<file path="config.mk">
export PLATFORM = sky130hd
export DESIGN_NAME = uart_tx_framer_flat
export DESIGN_NICKNAME = d
export VERILOG_FILES = /design/src/rtl/uart_tx_framer_if.sv /design/src/rtl/uart_tx_framer.sv /design/src/flat_wrapper.sv
export SDC_FILE = /design/constraint.sdc
export NUM_CORES = 1
export LEC_CHECK = 0
export ABC_AREA = 1
export CORE_ASPECT_RATIO = 1.2
export CORE_MARGIN = 2
export CORE_UTILIZATION = 38
export CTS_CLUSTER_DIAMETER = 60
export DETAILED_ROUTE_END_ITERATION = 8
export GPL_TIMING_DRIVEN = 0
export PLACE_DENSITY = 0.64
export SLEW_MARGIN = 20
export SYNTH_ARGS = -nofsm -noshare
export SYNTH_HDL_FRONTEND = slang
export SYNTH_SLANG_ARGS = --single-unit
</file>
<file path="constraint.sdc">
create_clock -name clk -period 2.1 [get_ports clk]
set_input_delay 0.315 -clock clk [delete_from_list [all_inputs] [get_ports clk]]
set_output_delay 0.315 -clock clk [all_outputs]
set_load 0.005 [all_outputs]
</file>
<file path="src/rtl/uart_tx_framer_if.sv">
// Parallel-side bundle of the UART transmit framer: frame request inputs and
// the serial line / busy status coming back.
interface uart_tx_framer_if #(
  parameter int DWIDTH = 8,
  parameter int PWIDTH = 6
);
  logic [PWIDTH-1:0] prescale;
  logic [DWIDTH-1:0] p_data;
  logic              data_valid;
  logic              par_en;
  logic              par_typ;
  logic              tx_out;
  logic              busy;

  modport master (
    output prescale, p_data, data_valid, par_en, par_typ,
    input  tx_out, busy
  );

  modport slave (
    input  prescale, p_data, data_valid, par_en, par_typ,
    output tx_out, busy
  );
endinterface

</file>
<file path="src/rtl/uart_tx_framer.sv">
// UART transmit framer: start bit, DWIDTH data bits LSB first, optional
// even/odd parity, one stop bit; each bit lasts max(prescale,1) clk cycles.
module uart_tx_framer #(
  parameter int DWIDTH = 8,
  parameter int PWIDTH = 6
) (
  input  logic            clk,
  input  logic            rst,
  uart_tx_framer_if.slave bus
);
  localparam int BWIDTH = $clog2(DWIDTH) + 1;

  typedef enum logic [2:0] {
    IDLE   = 3'd0,
    START  = 3'd1,
    DATA   = 3'd2,
    PARITY = 3'd3,
    STOP   = 3'd4
  } state_e;

  state_e              state_q, state_d;
  logic [PWIDTH-1:0]   presc_q, presc_d;
  logic [PWIDTH-1:0]   cnt_q, cnt_d;
  logic [PWIDTH-1:0]   last_cnt_s;
  logic [BWIDTH-1:0]   bit_q, bit_d;
  logic [DWIDTH-1:0]   data_q, data_d;
  logic                par_en_q, par_en_d;
  logic                par_bit_q, par_bit_d;
  logic                tx_q, tx_d;
  logic                busy_q, busy_d;
  logic                bit_done_s;

  function automatic logic calc_parity(input logic [DWIDTH-1:0] data, input logic odd);
    return (^data) ^ odd;
  endfunction

  // A prescale of zero behaves like one cycle per bit.
  assign last_cnt_s = (presc_q == '0) ? '0 : presc_q - PWIDTH'(1);
  assign bit_done_s = (cnt_q == last_cnt_s);

  assign bus.tx_out = tx_q;
  assign bus.busy   = busy_q;

  // State register and latched frame parameters.
  always_ff @(posedge clk or negedge rst) begin
    if (!rst) begin
      state_q   <= IDLE;
      presc_q   <= '0;
      cnt_q     <= '0;
      bit_q     <= '0;
      data_q    <= '0;
      par_en_q  <= 1'b0;
      par_bit_q <= 1'b0;
      tx_q      <= 1'b1;
      busy_q    <= 1'b0;
    end else begin
      state_q   <= state_d;
      presc_q   <= presc_d;
      cnt_q     <= cnt_d;
      bit_q     <= bit_d;
      data_q    <= data_d;
      par_en_q  <= par_en_d;
      par_bit_q <= par_bit_d;
      tx_q      <= tx_d;
      busy_q    <= busy_d;
    end
  end

  // Next-state logic; tx/busy are computed for the coming cycle so the outputs stay registered.
  always_comb begin
    state_d   = state_q;
    presc_d   = presc_q;
    cnt_d     = bit_done_s ? '0 : cnt_q + PWIDTH'(1);
    bit_d     = bit_q;
    data_d    = data_q;
    par_en_d  = par_en_q;
    par_bit_d = par_bit_q;
    tx_d      = tx_q;
    busy_d    = busy_q;
    case (state_q)
      IDLE: begin
        cnt_d  = '0;
        tx_d   = 1'b1;
        busy_d = 1'b0;
        if (bus.data_valid) begin
          state_d   = START;
          presc_d   = bus.prescale;
          data_d    = bus.p_data;
          par_en_d  = bus.par_en;
          par_bit_d = calc_parity(bus.p_data, bus.par_typ);
          tx_d      = 1'b0;
          busy_d    = 1'b1;
        end else begin
          state_d = IDLE;
        end
      end
      START: begin
        if (bit_done_s) begin
          state_d = DATA;
          bit_d   = '0;
          tx_d    = data_q[0];
        end else begin
          tx_d = 1'b0;
        end
      end
      DATA: begin
        if (bit_done_s) begin
          if (bit_q == BWIDTH'(DWIDTH - 1)) begin
            if (par_en_q) begin
              state_d = PARITY;
              tx_d    = par_bit_q;
            end else begin
              state_d = STOP;
              tx_d    = 1'b1;
            end
          end else begin
            bit_d  = bit_q + BWIDTH'(1);
            data_d = data_q >> 1;
            tx_d   = data_d[0];
          end
        end else begin
          tx_d = data_q[0];
        end
      end
      PARITY: begin
        if (bit_done_s) begin
          state_d = STOP;
          tx_d    = 1'b1;
        end else begin
          tx_d = par_bit_q;
        end
      end
      STOP: begin
        if (bit_done_s) begin
          state_d = IDLE;
          busy_d  = 1'b0;
          bit_d   = '0;
          data_d  = '0;
        end else begin
          busy_d = 1'b1;
        end
        tx_d = 1'b1;
      end
      default: begin
        state_d = IDLE;
        cnt_d   = '0;
        tx_d    = 1'b1;
        busy_d  = 1'b0;
      end
    endcase
  end
endmodule

</file>
<file path="src/flat_wrapper.sv">
// flat-port wrapper written by rule: the top's interface ports become plain ports
module uart_tx_framer_flat 
#(
  parameter int DWIDTH = 8,
  parameter int PWIDTH = 6
)
  (clk, rst, bus_prescale, bus_p_data, bus_data_valid, bus_par_en, bus_par_typ, bus_tx_out, bus_busy);
  uart_tx_framer_if #(.DWIDTH(DWIDTH), .PWIDTH(PWIDTH)) bus_i ();
  input  logic clk;
  input  logic rst;
  input wire logic [$bits(bus_i.prescale)-1:0] bus_prescale;
  input wire logic [$bits(bus_i.p_data)-1:0] bus_p_data;
  input wire logic [$bits(bus_i.data_valid)-1:0] bus_data_valid;
  input wire logic [$bits(bus_i.par_en)-1:0] bus_par_en;
  input wire logic [$bits(bus_i.par_typ)-1:0] bus_par_typ;
  output wire logic [$bits(bus_i.tx_out)-1:0] bus_tx_out;
  output wire logic [$bits(bus_i.busy)-1:0] bus_busy;
  assign bus_i.prescale = bus_prescale;
  assign bus_i.p_data = bus_p_data;
  assign bus_i.data_valid = bus_data_valid;
  assign bus_i.par_en = bus_par_en;
  assign bus_i.par_typ = bus_par_typ;
  assign bus_tx_out = bus_i.tx_out;
  assign bus_busy = bus_i.busy;
  uart_tx_framer #(.DWIDTH(DWIDTH), .PWIDTH(PWIDTH)) u_core (.clk(clk), .rst(rst), .bus(bus_i));
endmodule
</file>
Word level (Yosys, flattened, before mapping)
Index checks and enable logic that the tools add are counted.
{"block": "totals", "ff_bits": 31, "wordCells": 69, "in_bits": 19}
{"block": "op_classes", "n_bitwise": 1, "muxes": 30, "reduce_logical": 12, "n_eq_ne": 14, "add_sub_neg": 3}
{"cell": "two-way mux 8 bit", "n": 4}
{"cell": "one-hot mux 8 bit (3 select lines)", "n": 1}
{"cell": "two-way mux 3 bit", "n": 6}
{"cell": "two-way mux 6 bit", "n": 3}
{"cell": "one-hot mux 3 bit (5 select lines)", "n": 1}
{"cell": "two-way mux 4 bit", "n": 3}
{"cell": "inequality test 2 x 1 -> 1 bit, second input constant", "n": 6}
{"cell": "AND reduction 5 bit", "n": 2}
{"cell": "two-way mux 1 bit", "n": 9}
{"cell": "one-hot mux 4 bit (2 select lines)", "n": 1}
{"cell": "XOR reduction 8 bit", "n": 1}
{"cell": "adder 6 x 1 -> 6 bit, second input constant", "n": 1}
{"cell": "equality test 3 x 2 -> 1 bit, second input constant", "n": 2}
{"cell": "equality test 6 bit", "n": 1}
{"cell": "zero test 6 bit", "n": 1}
{"cell": "subtractor 6 x 1 -> 6 bit, second input constant", "n": 1}
{"cell": "adder 4 x 1 -> 4 bit, second input constant", "n": 1}
{"cell": "equality test 4 x 3 -> 1 bit, second input constant", "n": 1}
{"cell": "inequality test 2 bit, second input constant", "n": 2}
{"cell": "one-hot mux 1 bit (4 select lines)", "n": 1}
{"cell": "AND reduction 4 bit", "n": 1}
{"cell": "OR reduction 4 bit", "n": 1}
{"cell": "equality test 3 x 1 -> 1 bit, second input constant", "n": 1}
{"cell": "equality test 3 bit, second input constant", "n": 1}
{"cell": "other kinds (8)", "n": 8}

Logic depth before layout (Yosys ltp)
Gate-level depths: netlist (run 1).
{"block": "logic_depth", "depth_word": 5, "depth_mapped": 16, "ltp_nobuf": 16}

Worst setup path after synthesis (run 1)
No wires, ideal clock.
{"block": "synth_timing", "path_kind": "register to register", "start": "reg u_core.presc_q[0]", "end": "reg u_core.data_q[0]", "period_less_slack_ns": 1.808, "stages_incl_launch_ff": 16, "t_arrival_ns": 1.691, "setup_time_ns": 0.117, "slack_ns": 0.292, "n_path_buf": 0, "cell_sequence": "dfrtp_1 -> inv_1 -> ha_1 -> inv_1 -> nor2_2 -> inv_2 -> nand2_1 -> nand3_1 -> nand2_1 -> nand2_2 -> nor2_4 -> nand2_4 -> nand2_8 -> nand2_4 -> nand2_1 -> nand2_1"}
{"block": "synth_via", "elab_chain_len": 5, "elab_cells_between_ends": 7, "classes_between": "add/sub: 1; eq/ne: 3; mux: 1; reduce/logical: 2"}
{"element": "start: declaration", "line": "uart_tx_framer.sv:22", "rtl": "logic [PWIDTH-1:0] presc_q, presc_d;"}
{"element": "start signal: assignment", "line": "uart_tx_framer.sv:58", "rtl": "presc_q <= presc_d;"}
{"element": "subtractor 6 x 1 -> 6 bit or zero test 6 bit (tied branches)", "line": "uart_tx_framer.sv:38", "rtl": "assign last_cnt_s = (presc_q == '0) ? '0 : presc_q - PWIDTH'(1);"}
{"element": "two-way mux 6 bit *", "line": "uart_tx_framer.sv:38"}
{"element": "equality test 6 bit *", "line": "uart_tx_framer.sv:39", "rtl": "assign bit_done_s = (cnt_q == last_cnt_s);"}
{"element": "inequality test 2 x 1 -> 1 bit (no line)"}
{"element": "AND reduction 5 bit (no line) *"}
{"element": "end signal: assignment", "line": "uart_tx_framer.sv:61", "rtl": "data_q <= data_d;"}
{"element": "end: declaration", "line": "uart_tx_framer.sv:26", "rtl": "logic [DWIDTH-1:0] data_q, data_d;"}
Mark *: on every way between the ends. The rest lies on a longest branch, timed or not.
A chain may end at the register's enable or synchronous reset.

Final worst setup path (run 1)
{"block": "layout_timing", "start": "reg u_core.presc_q[1]", "end": "reg u_core.data_q[2]"}
The elaborated chain is that of the path after synthesis.

==> results of run 1 <==
[Yosys cell counts]
cell and n:
ha_1 3, dfrtp_1 30, clkbuf_1 1, a21oi_1 1, nand3_2 3, nor2_1 19
a211oi_4 1, nor2_4 1, nand2_4 3, o21ai_0 8, a31o_2 1, nand2_1 79
nand2_2 4, or2_2 2, inv_2 5, inv_1 24, nand2_8 1, nor3_2 1
nand3_1 32, o21ai_1 4, nand4_1 1, xor2_1 6, dfstp_2 1, a22o_1 7
nand3b_1 2, nor2_8 1, xnor2_1 5, nor2_2 6
[layout by cell type, fill, tap and decap left out, types with 4 or more instances in the layout]
| cell type | instances |
|---|---|
| inv_1 | 23 |
| xnor2_1 | 5 |
| dfrtp_1 | 30 |
| o21ai_0 | 8 |
| nand3_1 | 32 |
| xor2_1 | 6 |
| nor2_1 | 19 |
| clkbuf_8 | 5 |
| inv_2 | 6 |
| nand2_1 | 79 |
| o21ai_1 | 4 |
| clkdlybuf4s50_1 | 19 |
| a22o_1 | 7 |
| nor2_2 | 5 |
| nand2_2 | 4 |
[layout make-up]
| class | instances | area, sq um | area share, % |
|---|---|---|---|
| inverters | 29 | 108.9 | 4.586 |
| clock buffers | 5 | 68.82 | 2.899 |
| multi-input cells | 191 | 1065 | 44.86 |
| well taps | 60 | 75.07 | 3.163 |
| repair buffers | 25 | 255.2 | 10.75 |
| clock inverters | 3 | 20.02 | 0.8434 |
| plain buffers | 1 | 3.754 | 0.1581 |
| flip-flops and latches | 31 | 777.0 | 32.74 |
[kinds of logic (layout without fill, tap and decap cells)]
| logic type | after synthesis | in the layout | share of synthesized area (%) |
|---|---|---|---|
| adders and majority gates | 3 | 3 | 1.947 |
| xor gates and xnor gates | 11 | 11 | 4.997 |
| buffers and inverters | 30 | 63 | 5.840 |
| DFF | 31 | 31 | 40.30 |
| and+or+nand+nor | 155 | 155 | 38.87 |
| AOI/OAI and AO/OA | 22 | 22 | 8.047 |
[sequential cells by signal, summed over array words and instances (netlist names)]
signal and flops:
u_core.bit_q 4, u_core.cnt_q 6, u_core.par_en_q 1, u_core.data_q 8
u_core.bus.tx_out 1, u_core.presc_q 6, u_core.bus.busy 1, u_core.state_q 3
u_core.par_bit_q 1
[worst max-delay path: stages, from the launching register on]
cell and delay [ns]:
dfrtp_1 0.39, inv_1 0.13, ha_4 0.16, inv_1 0.07, nor2_4 0.11, nand3_1 0.11
nand2_1 0.08, nand2_1 0.04, nand2_1 0.07, nand2_2 0.08, nor2_8 0.15, nand2_8 0.10
nand2_8 0.10, nand2_4 0.09, nand2_1 0.08, nand2_1 0.05
[where the power goes]
part	total (mW)	switching (mW)	internal, mW
clock	0.465	0.235	0.230
sequential	1.03	0.191	0.836
combinational	1.87	1.15	0.716
total	3.36	1.58	1.78
[final timing paths]
check,end,depth (start not counted)
setup / recovery,u_core.data_q[2],15
hold / removal,u_core.data_q[0],2
setup reg to reg,u_core.data_q[2],15
hold reg to reg,u_core.data_q[0],2
max in group asynchronous,u_core.data_q[2],3
min in group asynchronous,u_core.presc_q[5],2
[routing by layer]
| layer | part of all wire (%) | up-vias | global-route usage [%] |
|---|---|---|---|
| met4 | 2.0 | 0 | 5.686 |
| met5 | 0 | - | 0 |
| met2 | 53 | 19 | 29.33 |
| met1 | 42 | 786 | 17.21 |
| met3 | 2.5 | 7 | 3.436 |
| li1 | - | 871 | - |
[stage by stage]
stage / total power, mW / util (%) / setup slack, ns
2_1_floorplan: 2.396 / - / 0.2921
3_3_place_gp: 2.774 / 44.92 / 0.01162
3_5_place_dp: 2.810 / 45.38 / -0.03114
4_1_cts: 3.297 / 47.40 / 0.03425
5_1_grt: 3.697 / 48.39 / -0.01979
6_report: 3.358 / 48.39 / 0.1582
[what timing repair did]
item / CTS / global route
gates resized for setup: 1 / 4
setup buffers: 0 / 3
hold buffers: 1 / 0
gates cloned: 0 / 0
endpoints found under the hold margin: 13 / 0
pin swaps: 0 / 1
endpoints found under the setup margin: 8 / 17
==> reports/summary.md, run 1 <==
Status
• **outcome** finished, final reports clean

Detailed routing
• **drt via density** 4.878
• **Wirelength per Cell** 11.71 um
• **total routed wirelength** 4041 um
• **post-detailed-route count of antenna-violating nets** 0
• **number of DRC violations after detailed routing** 0
• **detailed-routing iteration count for the pre-antenna-repair pass** 4
• **count of vias placed by the detailed router** 1683
• **number of design-rule violations left by the first detailed-router iteration** 68

Global routing
• **wire length of the first global-routing pass** 6948 um
• **largest net degree at the start of global routing** 18
• **number of antenna violations at the first check in global routing** 0
• **global-route congestion overflow total** 0
• **via count of the first global-routing pass** 1601
• **total routing resource utilization after global routing** 15.53%

Logic synthesis
• **fraction of synthesized cell area taken by the top area cell type** 38.94%
• **Yosys top cell by area** dfrtp_1
• **portion of the post-synthesis area used by sequential elements** 40.30%
• **unique cell type count in the Yosys netlist** 28
• **number of warning messages in the yosys log** 0
• **Syn Inst Count** 252
• **net count after synthesis** 274
• **Synth Area per Inst** 7.651 sq um
• **post-synthesis cell area** 1928 sq um
• **synthesis-stage register bit count** 31
• **top cells by area in the synthesized netlist** dfrtp_1 39%, nand2_1 15%, nand3_1 8.3%

Critical path
• **crit path from** u_core.presc_q[1]
• **kind of start point of the critical path** flip-flop
• **data arrival at the endpoint of the critical path** 2.11 ns
• **CP Capture Type** flip-flop
• **Crit Path Max Fanout** 8
• **internal reg-to-reg setup slack** 0.16 ns
• **worst flop-to-flop path startpoint** u_core.presc_q[1]
• **required time of the critical path** 2.27 ns
• **critical path start-end classification** reg -> reg

Cells and area
• **layout overhead on the synthesized area** 23.10%
• **antenna diode count** 0
• **share of final-layout standard cells stronger than drive strength 1** 15.79%
• **post-route non-filler standard cell count** 345
• **layout filler cell count** 496
• **nets@finish** 306
• **final design area excluding fillers** 2374 sq um

Clocking
• **Max H-tree Level** 2
• **cts bufs inserted** 5
• **clock-pin slew on the worst setup and hold paths** 0.07 ns
• **worst-skew pair later-pin latency** 0.29 ns
• **clock tree from TritonCTS** done
• **Clock Tree Buf Depth** 2
• **clock sink total** 31
• **Clk Tree Root Cell** clkbuf_8

Placed design
• **Placed Cells** 333
• **Routability Congestion** 0.8669
• **PortBufs** 20
• **post-detailed-placement cell area** 2226 sq um
• **post-DP HPWL** 3092 um

STA
• **largest clock skew in the final design** 0.008667 ns
• **remaining max-slew budget at the tightest pin** 66.79%
• **time the final worst path needs with I/O delays and setup** 1.942 ns
• **fin crit share** 92.46%
• **max-slew violation count** 0
• **slew of the pin with the lowest slew margin** 0.4966 ns
• **post-route setup TNS** 0 ns
• **minimum hold slack** 0.4761 ns
• **maximum achievable frequency** 515.0 MHz
• **number of setup violations in the final report** 0
• **count of final hold-check violations** 0

Power
• **leakage power of the design** 1.164 nW
• **worst supply voltage drop on vdd** 0.5974 mV
• **Power Density** 1415 nW/um^2

Floorplan
• **die boundary height** 82.03 um
• **IO Count** 21
• **Initial Utilization** 39.31%
• **full die area** 5662 sq um
• **width of the chip** 69.03 um
• **placeable core area** 4905 sq um
• **number of rows created at floorplan** 28

Worst hold path
• **Min-Delay Startpoint** u_core.data_q[0]
• **type of the worst min-delay path** reg -> reg

Flow run
• **Max Cap Violations** 0

(Power assumes the default switching activity.)
==> run 2, diff against run 1 <==
- CORE_UTILIZATION: 38 -> 55
- PLACE_DENSITY: 0.64 -> 0.85
==> reports/summary.md, run 2 (synthesized netlist as in run 1, its figures left out) <==
Status
• **outcome** finished, final reports clean

Clocking
• **Clock Tree Buf Depth** 2, unchanged
• **clock sink total** 31, unchanged
• **CTS Hold Bufs** 0, -1
• **cts bufs inserted** 5, unchanged
• **Max H-tree Level** 2, unchanged
• **clock tree from TritonCTS** done
• **Clk Tree Root Cell** clkbuf_8
• **worst-skew pair later-pin latency** 0.28 ns, about the same
• **clock-pin slew on the worst setup and hold paths** 0.07 ns, about the same

Power
• **combinational cell fraction of total power** 53.8%, -1.8 points
• **post-route total power** 3.348 mW, -0.27%
• **fraction of power consumed by sequential logic** 30.7%, about the same
• **proportion of power drawn by the clock network** 15.5%, +1.6 points
• **reported net switching power** 1.522 mW, -3.4%
• **worst supply voltage drop on vdd** 1.002 mV, +68%
• **leakage power of the design** 1.163 nW, -0.12%
• **internal cell power** 1.826 mW, +2.5%
• **switching part of the total power** 45.46%, -1.5 points
• **Power Density** 1457 nW/um^2, +3.0%

Global routing
• **number of antenna violations at the first check in global routing** 0, unchanged
• **total routing resource utilization after global routing** 22.59%, +7.1 points
• **largest net degree at the start of global routing** 32, +14
• **wire length of the first global-routing pass** 6789 um, -2.3%
• **global-route congestion overflow total** 0, unchanged
• **via count of the first global-routing pass** 1600, -0.062%

Detailed routing
• **total routed wirelength** 3824 um, -5.4%
• **Wirelength per Cell** 11.95 um, +2.0%
• **count of vias placed by the detailed router** 1670, -0.77%
• **number of DRC violations after detailed routing** 0, unchanged
• **number of design-rule violations left by the first detailed-router iteration** 65, -4.4%
• **post-detailed-route count of antenna-violating nets** 0, unchanged
• **detailed-routing iteration count for the pre-antenna-repair pass** 4, unchanged
• **drt via density** 5.219, +7.0%

Cells and area
• **layout overhead on the synthesized area** 19.21%
• **final design area excluding fillers** 2298 sq um, -3.2%
• **most common cell after layout, fill and taps aside** nand2_1
• **nets@finish** 304, -0.65%
• **share of final-layout standard cells stronger than drive strength 1** 15.55%, -0.24 points
• **register containing the most flip-flops in the final layout** u_core.data_q
• **Regs by FF count** u_core.data_q: 8 flops, u_core.cnt_q: 6 flops, u_core.presc_q: 6 flops
• **antenna diode count** 0, unchanged
• **max FFs per register** 8, unchanged
• **layout filler cell count** 269, -46%
• **final standard cell utilization of the core** 68.85%, +20 points
• **commonest cells after routing, fill and taps aside** 79 x nand2_1, 32 x nand3_1, 30 x dfrtp_1
• **post-route non-filler standard cell count** 320, -7.2%

STA
• **time the final worst path needs with I/O delays and setup** 1.931 ns, -0.01124 ns
• **count of final hold-check violations** 0, unchanged
• **maximum achievable frequency** 518.0 MHz, +0.58%
• **fin crit share** 91.93%, -0.54 points
• **max-slew violation count** 0, unchanged
• **remaining max-slew budget at the tightest pin** 54.02%, -13 points
• **post-route setup TNS** 0 ns, unchanged
• **number of setup violations in the final report** 0, unchanged
• **unrepaired setup endpoints after global routing** true
• **slew of the pin with the lowest slew margin** 0.6897 ns, +0.1931 ns
• **largest clock skew in the final design** 0.006931 ns, -0.001736 ns

Critical path
• **kind of start point of the critical path** flip-flop
• **Crit Path Max Fanout** 8, unchanged
• **data arrival at the endpoint of the critical path** 2.11 ns, about the same
• **required time of the critical path** 2.28 ns, about the same
• **CP Capture Type** flip-flop
• **critical path start-end classification** reg -> reg

Placed design
• **post-detailed-placement cell area** 2170 sq um, -2.5%
• **Routability Congestion** 0.8729, +0.69%
• **Placed Cells** 309, -7.2%
• **PortBufs** 20, unchanged
• **post-DP HPWL** 2918 um, -5.6%

Floorplan
• **placeable core area** 3338 sq um, -32%
• **die boundary height** 68.86 um, -16%
• **width of the chip** 58.05 um, -16%
• **full die area** 3997 sq um, -29%
• **IO Count** 21, unchanged
• **number of rows created at floorplan** 23, -18%
• **Initial Utilization** 57.76%, +18 points

Flow run
• **Max Cap Violations** 0, unchanged

Worst hold path
• **type of the worst min-delay path** in -> async

-- run 2: cell count changes in the layout (fill, tap and decap cells not counted), sizes merged --
cell         delta
clkinvlp        -1
dlygate4sd3     -1
buf             -1
clkinv          -1
clkbuf          +2
-- run 2: critical path, stage by stage (launching register included) --
cell and delay [ns]:
dfrtp_1 0.38, inv_1 0.09, ha_2 0.20, inv_1 0.07
nor2_2 0.14, nand3_1 0.11, nand2_1 0.08, nand2_1 0.04
nand2_1 0.06, nand2_2 0.08, nor2_8 0.12, nand2_4 0.12
nand2_8 0.11, nand2_4 0.08, nand2_1 0.08, nand2_1 0.05
-- run 2: power by group through the flow --
stage          Combinational, mW  Clock, mW  Sequential (mW)
5_1_grt                     2.06      0.554             1.06
6_report                    1.80      0.519             1.03
2_1_floorplan               1.41          0            0.986
4_1_cts                     1.77      0.524             1.03
3_3_place_gp                1.71          0             1.03
3_5_place_dp                1.75          0             1.03
-- run 2: area by class of cell --
cell class / count / area, sq um / share of cell area, %
multi-input cells: 191 / 1041 / 45.29
plain buffers: 1 / 3.754 / 0.1633
repair buffers: 23 / 217.7 / 9.472
well taps: 37 / 46.29 / 2.014
flip-flops and latches: 31 / 777.0 / 33.81
clock inverters: 1 / 7.507 / 0.3266
clock buffers: 7 / 96.34 / 4.192
inverters: 29 / 108.9 / 4.736
-- run 2: routing by layer --
layer	share of wire (%)	wire length, um	GRT usage, %
met5	0	0	0
met4	1.5	59	9.012
met3	3.2	122	5.037
met2	54	2064	42.61
met1	41	1578	24.46
-- run 2: timing repair --
item                       4_1_cts  5_1_grt
pin swaps                        0        2
setup endpoints to repair        3       12
resized for setup                1        1
buffers inserted                 0        3
-- run 2: through the flow --
stage / hold slack, ns / setup slack, ns
6_report: 0.07283 / 0.1695
5_1_grt: 0.1261 / -0.009581
4_1_cts: 0.09445 / 0.06491
3_5_place_dp: 0.3957 / -0.01406
3_3_place_gp: 0.4577 / 0.03677
2_1_floorplan: 0.01941 / 0.2921
-- run 2: path summary, 6_finish.rpt --
check	slack, ns	depth (start not counted)	start	end
max reg2reg	0.17	15	u_core.presc_q[1]	u_core.data_q[3]
max in group asynchronous	1.58	1	rst	u_core.presc_q[0]
max	0.17	15	u_core.presc_q[1]	u_core.data_q[3]
min	0.07	1	rst	u_core.data_q[0]
min in group clk	0.48	2	u_core.data_q[7]	u_core.data_q[7]
min reg2reg	0.48	2	u_core.data_q[7]	u_core.data_q[7]
==> run 3, diff against run 2 <==
==> constraint.sdc (replaced) <==
create_clock -name clk -period 2.1 [get_ports clk]
set_input_delay 0.21 -clock clk [delete_from_list [all_inputs] [get_ports clk]]
set_output_delay 0.21 -clock clk [all_outputs]
set_load 0.005 [all_outputs]
==> reports/summary.md, run 3 (synthesized netlist as in run 1, its figures left out) <==
Status
• **outcome** finished, final reports clean

Power
• **Power Density** 1451 nW/um^2, -0.40%
• **fraction of power consumed by sequential logic** 30.7%, about the same
• **worst supply voltage drop on vdd** 1.002 mV, about the same
• **combinational cell fraction of total power** 53.8%, about the same
• **internal cell power** 1.828 mW, about the same
• **reported net switching power** 1.522 mW, about the same
• **proportion of power drawn by the clock network** 15.5%, about the same
• **leakage power of the design** 1.167 nW, +0.36%
• **switching part of the total power** 45.44%, about the same

Clocking
• **clock tree from TritonCTS** done
• **clock sink total** 31, unchanged
• **worst-skew pair later-pin latency** 0.28 ns, about the same
• **clock-pin slew on the worst setup and hold paths** 0.07 ns, about the same
• **Clk Tree Root Cell** clkbuf_8
• **cts bufs inserted** 5, unchanged
• **Clock Tree Buf Depth** 2, unchanged
• **Max H-tree Level** 2, unchanged

STA
• **number of setup violations in the final report** 0, unchanged
• **count of final hold-check violations** 0, unchanged
• **maximum achievable frequency** 518.1 MHz, about the same
• **unrepaired setup endpoints after global routing** true
• **fin crit share** 91.92%, about the same
• **remaining max-slew budget at the tightest pin** 53.93%, -0.093 points
• **time the final worst path needs with I/O delays and setup** 1.930 ns, -0.0002240 ns
• **largest clock skew in the final design** 0.007060 ns, +0.0001292 ns
• **slack of the critical path** 0.1697 ns, +0.0002240 ns
• **slew of the pin with the lowest slew margin** 0.6911 ns, +0.001390 ns
• **minimum hold slack** 0.4703 ns, +0.3974 ns
• **post-route setup TNS** 0 ns, unchanged
• **max-slew violation count** 0, unchanged

Detailed routing
• **detailed-routing iteration count for the pre-antenna-repair pass** 4, unchanged
• **met2 wire len** 2055 um, -0.44%
• **sum of routed wire segments on met1** 1587 um, +0.57%
• **number of design-rule violations left by the first detailed-router iteration** 57, -12%
• **count of vias placed by the detailed router** 1673, +0.18%
• **number of DRC violations after detailed routing** 0, unchanged
• **Wirelength per Cell** 11.91 um, -0.36%
• **met3 wire length** 119 um, -2.5%
• **total routed wirelength** 3822 um, about the same
• **drt via density** 5.212, -0.13%
• **post-detailed-route count of antenna-violating nets** 0, unchanged
• **top layer used by detailed routing** met4

Floorplan
• **width of the chip** 58.05 um, unchanged
• **number of rows created at floorplan** 23, unchanged
• **full die area** 3997 sq um, unchanged
• **Initial Utilization** 57.76%, unchanged
• **IO Count** 21, unchanged
• **die boundary height** 68.86 um, unchanged
• **placeable core area** 3338 sq um, unchanged

Placed design
• **post-detailed-placement cell area** 2170 sq um, unchanged
• **Placed Cells** 309, unchanged
• **post-DP HPWL** 2918 um, unchanged
• **post-placement worst setup slack** -0.01406 ns, unchanged
• **PortBufs** 20, unchanged
• **Routability Congestion** 0.8729, unchanged

Cells and area
• **final design area excluding fillers** 2308 sq um, +0.44%
• **post-route non-filler standard cell count** 321, +0.31%
• **nets@finish** 305, +0.33%
• **commonest cells after routing, fill and taps aside** 79 x nand2_1, 32 x nand3_1, 30 x dfrtp_1
• **Regs by FF count** u_core.data_q: 8 flops, u_core.cnt_q: 6 flops, u_core.presc_q: 6 flops
• **register containing the most flip-flops in the final layout** u_core.data_q
• **layout overhead on the synthesized area** 19.73%
• **share of final-layout standard cells stronger than drive strength 1** 15.49%, -0.055 points
• **most common cell after layout, fill and taps aside** nand2_1
• **max FFs per register** 8, unchanged
• **antenna diode count** 0, unchanged

Critical path
• **kind of start point of the critical path** flip-flop
• **CP Capture Type** flip-flop
• **critical path start-end classification** reg -> reg
• **required time of the critical path** 2.28 ns, about the same
• **Crit Path Max Fanout** 8, unchanged
• **data arrival at the endpoint of the critical path** 2.11 ns, about the same

Global routing
• **total routing resource utilization after global routing** 22.63%, +0.040 points
• **global-route congestion overflow total** 0, unchanged
• **number of antenna violations at the first check in global routing** 0, unchanged
• **via count of the first global-routing pass** 1603, +0.19%
• **wire length of the first global-routing pass** 6803 um, +0.21%
• **largest net degree at the start of global routing** 32, unchanged

Worst hold path
• **type of the worst min-delay path** in -> reg

Flow run
• **Max Cap Violations** 0, unchanged

==> run 3: final timing paths <==
check	slack, ns	to	from	cells past startpoint
worst max-delay path	0.17	u_core.data_q[3]	u_core.presc_q[1]	15
worst min-delay path	0.47	u_core.presc_q[2]	bus_prescale[2]	3
worst max register to register	0.17	u_core.data_q[3]	u_core.presc_q[1]	15
worst min register to register	0.48	u_core.data_q[7]	u_core.data_q[7]	2
max in group asynchronous	1.15	u_core.presc_q[0]	rst	2
min in group asynchronous	0.51	u_core.data_q[0]	rst	2
==> run 3: worst max-delay path: stages, from the launching register on <==
cell	delay (ns)
dfrtp_1	0.38
inv_1	0.09
ha_2	0.20
inv_1	0.07
nor2_2	0.14
nand3_1	0.11
nand2_1	0.08
nand2_1	0.04
nand2_1	0.06
nand2_2	0.08
nor2_8	0.12
nand2_4	0.12
nand2_8	0.11
nand2_4	0.08
nand2_1	0.08
nand2_1	0.05
==> run 3: area by class of cell <==
type	count	area, sq um
multi-input combinational	191	1041
fill	270	1030
sequential	31	777.0
timing repair buffer	24	227.7
inverter	29	108.9
clock buffer	7	96.34
tap	37	46.29
clock inverter	1	7.507
buffer	1	3.754
==> run 3: power groups by stage <==
stage	logic (mW)	clock network, mW	registers, mW
after floorplan	1.41	0	0.986
after global placement	1.71	0	1.03
after detailed placement	1.75	0	1.03
after CTS	1.77	0.524	1.03
after global routing	2.06	0.554	1.06
final	1.80	0.519	1.03
==> run 3: routing by layer <==
metal | track usage [%] | vias to the layer above
met1 | 24.58 | 762
met4 | 9.012 | 0
li1 | - | 871
met5 | 0 | -
met2 | 42.61 | 34
met3 | 5.037 | 6
==> run 3: repair_timing <==
item / CTS / global route
endpoints found under the hold margin: 30 / 0
hold buffers: 1 / 0
gates resized for setup: 1 / 1
setup endpoints to repair: 3 / 12
gates cloned: 0 / 0
pin swaps: 0 / 2
setup buffers: 0 / 3
==> run 3: per-stage QoR <==
step                      power, mW  utilization (%)
after CTS                     3.321            68.40
after floorplan               2.396                -
after global placement        2.734            65.14
after global routing          3.678            69.15
final                         3.350            69.15
after detailed placement      2.788            64.99
